==> config.mk <==
export PLATFORM = sky130hd
export DESIGN_NAME = program_counter_unit
export DESIGN_NICKNAME = d
export VERILOG_FILES = /design/src/rtl/pcu_pkg.sv /design/src/rtl/pc_bound_check.sv /design/src/rtl/program_counter_unit.sv
export SDC_FILE = /design/constraint.sdc
export NUM_CORES = 1
export LEC_CHECK = 0
export BUFFER_PORTS_ARGS = -buffer_cell sky130_fd_sc_hd__buf_2
export CORE_UTILIZATION = 26
export CTS_BUF_LIST = sky130_fd_sc_hd__clkbuf_8 sky130_fd_sc_hd__clkbuf_16
export CTS_CLUSTER_SIZE = 10
export DETAILED_ROUTE_END_ITERATION = 8
export GPL_TIMING_DRIVEN = 0
export PLACE_DENSITY = 0.42
export RECOVER_POWER = 25
export SLEW_MARGIN = 20
export SYNTH_ARGS = -nofsm -noshare
export SYNTH_HDL_FRONTEND = slang
export SYNTH_SLANG_ARGS = --single-unit
==> constraint.sdc <==
create_clock -name clk -period 4.79 [get_ports clk]
set_input_delay 0.958 -clock clk [delete_from_list [all_inputs] [get_ports clk]]
set_output_delay 0.958 -clock clk [all_outputs]
set_load 0.01 [all_outputs]
==> src/rtl/pcu_pkg.sv <==
// Shared constants, state encoding and address helpers for the program counter unit.
// Word index is the byte address with the in-word offset bits dropped.
package pcu_pkg;

   localparam int ADDR_W      = 72;
   localparam int INSTR_BYTES = 8;
   localparam int MEM_WORDS   = 1024;
   localparam int OFFSET_W    = $clog2(INSTR_BYTES);

   typedef enum logic {
      RUN  = 1'b0,
      HALT = 1'b1
   } pcu_state_t;

   function automatic logic [ADDR_W-OFFSET_W-1:0] word_index(input logic [ADDR_W-1:0] addr);
      return addr[ADDR_W-1:OFFSET_W];
   endfunction

endpackage

==> src/rtl/pc_bound_check.sv <==
// Flags a byte address that is not instruction aligned or lies past the end of fetch memory.
// Shared by the redirect-target, current-pc and next-pc checks.
module pc_bound_check #(
   parameter int ADDR_W      = pcu_pkg::ADDR_W,
   parameter int INSTR_BYTES = pcu_pkg::INSTR_BYTES,
   parameter int MEM_WORDS   = pcu_pkg::MEM_WORDS
) (
   input  logic [ADDR_W-1:0] addr,
   output logic              illegal
);

   localparam int OFFSET_W = $clog2(INSTR_BYTES);
   localparam int IDX_W    = ADDR_W - OFFSET_W;
   localparam logic [IDX_W-1:0] WORD_LIMIT = IDX_W'(MEM_WORDS);

   logic misaligned;
   logic out_of_range;

   assign misaligned   = |addr[OFFSET_W-1:0];
   assign out_of_range = addr[ADDR_W-1:OFFSET_W] >= WORD_LIMIT;
   assign illegal      = misaligned | out_of_range;

endmodule

==> src/rtl/program_counter_unit.sv <==
// Program counter and fetch sequencer: drives the fetch address and tracks which
// returned word is live, handling stalls, redirects, halt and address faults.
module program_counter_unit #(
   parameter int                ADDR_W      = pcu_pkg::ADDR_W,
   parameter logic [ADDR_W-1:0] RESET_PC    = '0,
   parameter int                INSTR_BYTES = pcu_pkg::INSTR_BYTES,
   parameter int                MEM_WORDS   = pcu_pkg::MEM_WORDS
) (
   input  logic              clk,
   input  logic              reset,
   input  logic              stall,
   input  logic              redirect_valid,
   input  logic [ADDR_W-1:0] redirect_target,
   input  logic              halt_req,
   output logic [ADDR_W-1:0] address,
   output logic [ADDR_W-1:0] fetch_pc,
   output logic              instr_valid,
   output logic              halted,
   output logic              fault
);

   localparam logic [ADDR_W-1:0] STRIDE = ADDR_W'(INSTR_BYTES);
   localparam int CHK_TARGET = 0;
   localparam int CHK_PC     = 1;
   localparam int CHK_NEXT   = 2;

   pcu_pkg::pcu_state_t state_reg, state_next;
   logic [ADDR_W-1:0]   pc_reg, pc_next;
   logic [ADDR_W-1:0]   fetch_pc_reg, fetch_pc_next;
   logic                instr_valid_reg, instr_valid_next;
   logic                fault_reg, fault_next;
   logic                last_reg, last_next;

   logic [ADDR_W-1:0]   pc_plus;
   logic [ADDR_W-1:0]   target_plus;
   logic [ADDR_W-1:0]   chk_addr [3];
   logic [2:0]          chk_illegal;

   assign pc_plus     = pc_reg + STRIDE;
   assign target_plus = redirect_target + STRIDE;

   assign chk_addr[CHK_TARGET] = redirect_target;
   assign chk_addr[CHK_PC]     = pc_reg;
   assign chk_addr[CHK_NEXT]   = pc_plus;

   generate
      for (genvar gi = 0; gi < 3; gi++) begin : g_bound
         pc_bound_check #(
            .ADDR_W      (ADDR_W),
            .INSTR_BYTES (INSTR_BYTES),
            .MEM_WORDS   (MEM_WORDS)
         ) u_check (
            .addr    (chk_addr[gi]),
            .illegal (chk_illegal[gi])
         );
      end
   endgenerate

   // Redirect target goes straight to fetch; a stalled live word is re-read so fetch's output holds.
   always_comb begin
      address = pc_reg;
      if (state_reg == pcu_pkg::RUN) begin
         if (redirect_valid) begin
            address = redirect_target;
         end else if (stall && instr_valid_reg) begin
            address = fetch_pc_reg;
         end
      end
   end

   always_comb begin
      state_next       = state_reg;
      pc_next          = pc_reg;
      fetch_pc_next    = fetch_pc_reg;
      instr_valid_next = instr_valid_reg;
      fault_next       = fault_reg;
      last_next        = last_reg;

      if (state_reg == pcu_pkg::RUN) begin
         if (redirect_valid) begin
            last_next = 1'b0;
            if (chk_illegal[CHK_TARGET]) begin
               fault_next       = 1'b1;
               state_next       = pcu_pkg::HALT;
               instr_valid_next = 1'b0;
            end else begin
               pc_next          = target_plus;
               fetch_pc_next    = redirect_target;
               instr_valid_next = 1'b1;
            end
         end else if (halt_req) begin
            state_next       = pcu_pkg::HALT;
            instr_valid_next = 1'b0;
         end else if (stall && instr_valid_reg) begin
            // hold everything so decode sees the same word again
         end else if (last_reg || chk_illegal[CHK_PC]) begin
            // Last word has been consumed (or pc already sits past memory): nothing left to fetch.
            fault_next       = 1'b1;
            state_next       = pcu_pkg::HALT;
            instr_valid_next = 1'b0;
         end else begin
            fetch_pc_next    = pc_reg;
            instr_valid_next = 1'b1;
            if (chk_illegal[CHK_NEXT]) begin
               last_next = 1'b1;
            end else begin
               pc_next = pc_plus;
            end
         end
      end
   end

   always_ff @(posedge clk) begin
      if (reset) begin
         state_reg       <= pcu_pkg::RUN;
         pc_reg          <= RESET_PC;
         fetch_pc_reg    <= RESET_PC;
         instr_valid_reg <= 1'b0;
         fault_reg       <= 1'b0;
         last_reg        <= 1'b0;
      end else begin
         state_reg       <= state_next;
         pc_reg          <= pc_next;
         fetch_pc_reg    <= fetch_pc_next;
         instr_valid_reg <= instr_valid_next;
         fault_reg       <= fault_next;
         last_reg        <= last_next;
      end
   end

   assign fetch_pc    = fetch_pc_reg;
   assign instr_valid = instr_valid_reg;
   assign halted      = (state_reg == pcu_pkg::HALT);
   assign fault       = fault_reg;

endmodule

==> flow_summary.toml <==
[status]
status = "finished clean"

[yosys]
synth_xor_area_share_pct = 2.70
synth_simple_gate_area_share_pct = 34.6
yosysWarningCount = 0
ys.flop_type = "dfxtp_1"
netlist_instances = 1075
synth_top_area_cell = "dfxtp_1"
muxShareOfSynthArea_pct = 1.83
yosys-top-cells-area = "dfxtp_1 35%, and2_1 9.5%, a22oi_1 6.4%"
async_reset_ff_share_pct = 0
syn_area_sq_um = 8420
syn_nets = 1156
synth_compound_area_share_pct = 19.8
ys_ff_latch = 148
synth_top_family_by_area = "simple AND/OR/NAND/NOR gates"
synth_fa_ha_area_share_pct = 0.594
yosys.area.top_type_share_pct = 35.2
postSynthAreaPerCell_sq_um = 7.83
synth_edf_count = 0
ys_types = 69
synth-seq-area-share_pct = 35.2

[flow_run]
cap_viol_max_count = 0

[timing]
slew_viol_final = 0
rsz0062_at_grt = "false"
max_freq_ghz = 0.219
setup_viol = 0
tightest_slew_ns = 1.04
fin_crit_sh_pct = 95.4
hold_viol = 0
slew_headroom_pct = 30.6
fin_crit_ns = 4.57
skew_ns = 0.0140
hold_ws_ns = 0.488

[cells_and_area]
final_common_cell = "buf_2"
final_area_sq_um = 10600
nets = 1397
multi_input_area_sq_um = 5020
layout-drive-gt1-share_pct = 17.8
fillerInstances = 3518
instances_no_fill = 1731
final_cell_mix = "175 x buf_2, 148 x dfxtp_1, 135 x clkbuf_1"
n_antenna_cell = 0
seqCellArea_sq_um = 2960
area.growth.synth_to_final_pct = 25.7

[critical_path]
cp_slowest_cell = "buf_1"
crit_type = "input pin to output pin"
worst_ep_required_time_ns = 3.83
reg2reg_slack_ns = 0.38
critPathCaptureType = "output pin"
arrival_ns = 3.61
slowest_delay_ns = 0.68
crit_fanout = 10
path_cells = "buf_2 > clkbuf_1 > clkbuf_1 > buf_1 > a22oi_1 > o21ai_0 > buf_2"
cp-start-kind = "input pin"

[clock_network]
clk_latency_ns = 0.43
tritoncts = "built"
htreeDepth = 4
cts.sink_count = 148
hold_buffers = 0
path_clk_slew_ns = 0.06
cts_setup_buffers = 0
cts_buffer_depth = 2
clk_root_buffer_cell = "clkbuf_16"
cts-buffers-inserted = 17
ctsResizeCount = 0

[floorplanning]
initial_core_util_pct = 26.6
chipHeight_um = 182
coreArea_sq_um = 31700
die_w_um = 182
die_area_sq_um = 33100
ios = 224
rows = 65

[place]
post-dp-hpwl_um = 29900
dp_cells = 1699
place_congestion = 0.898
place_area_sq_um = 10000
io_buffers = 222

[routing]
initialDrtViolationCount = 757
viasPerCell = 5.33
ant_nets = 0
drc_errors = 0
drt_wl_total_um = 38400
first_pass_iters = 5
num_vias = 9232
routedWlPerCell_um = 22.2

[global_route]
grt_max_degree = 17
grt_overflow_total = 0
grt_pass1_wl_um = 56900
grt_use_total_pct = 23.0
antenna_found_initial = 1
grt_pass1_vias = 8933

[power_and_ir_drop]
finalPower_mw = 3.10
power_density_nw_per_um2 = 293
ir_drop_mv = 0.221
power_leakage_nw = 3.97

[hold_path]
hold_class = "flip-flop to flip-flop"
where the power goes:
part           switching (mW)  leakage, nW  internal [mW]  total, mW
Combinational           0.241         2.46          0.122      0.363
Clock                   0.586        0.314          0.894       1.48
Sequential             0.0171         1.19           1.25       1.26
worst paths after layout:
| path | from | end | cells past startpoint |
|---|---|---|---|
| worst max register to register | pc_reg[3] | pc_reg[53] | 12 |
| worst max-delay path | redirect_valid | address[70] | 7 |
| worst min register to register | fetch_pc[37] | fetch_pc[37] | 1 |
| worst min-delay path | fetch_pc[37] | fetch_pc[37] | 1 |
logic make-up (layout without fill, tap and decap cells):
family / count (synthesis) / after routing
buffers and inverters: 106 / 360
AO/OA/AOI/OAI: 253 / 253
adder cells (fa/ha/maj): 4 / 4
AND/OR/NAND/NOR: 523 / 523
flip-flops: 148 / 148
XOR/XNOR: 26 / 26
multiplexers: 15 / 15
final cells by class:
class | count | share of cell area (%)
repair buffers | 222 | 9.63
multi-input cells | 821 | 47.4
well taps | 402 | 4.75
clock inverters | 14 | 1.89
plain buffers | 94 | 3.82
flip-flops and latches | 148 | 28.0
inverters | 12 | 0.425
clock buffers | 18 | 4.15
critical path, delay by kind of cell:
kind                   cells  cell delay (ns)
buffers and inverters      5             2.09
AOI/OAI and AO/OA          2             0.55
Yosys cell counts, types with 6 or more instances:
| cell | instances |
|---|---|
| mux2i_1 | 12 |
| nor2_1 | 53 |
| xor2_1 | 8 |
| or3_1 | 14 |
| o21a_1 | 10 |
| nor3_1 | 32 |
| o211ai_1 | 6 |
| o31ai_1 | 6 |
| or4_1 | 8 |
| dfxtp_1 | 148 |
| o21ai_0 | 88 |
| a211oi_1 | 14 |
| nand2_1 | 106 |
| and2_1 | 128 |
| xnor2_1 | 18 |
| a21oi_1 | 21 |
| nand3_1 | 36 |
| a22oi_1 | 72 |
| nor4_1 | 49 |
| buf_2 | 26 |
| inv_1 | 12 |
| and3_1 | 17 |
| nand4_1 | 43 |
| clkbuf_1 | 62 |
| and4_1 | 8 |
metal layers:
layer  GRT usage, %  share of wire [%]  vias to the layer above
met5              0                  0                        -
met4           6.18                1.9                        0
met1           32.9                 49                     4417
li1               -                  -                     4433
met2           35.4                 44                      350
met3           3.89                5.9                       32
stage by stage:
step	util (%)	setup WS (ns)	TNS, ns
floorplan	-	1.55	0
global placement	31.6	-0.207	-7.43
detailed placement	31.6	-0.141	-4.17
CTS	33.7	0.223	0
global route	33.4	0.126	0
finish	33.4	0.218	0
Note: power is estimated with default switching activity, not from simulation.
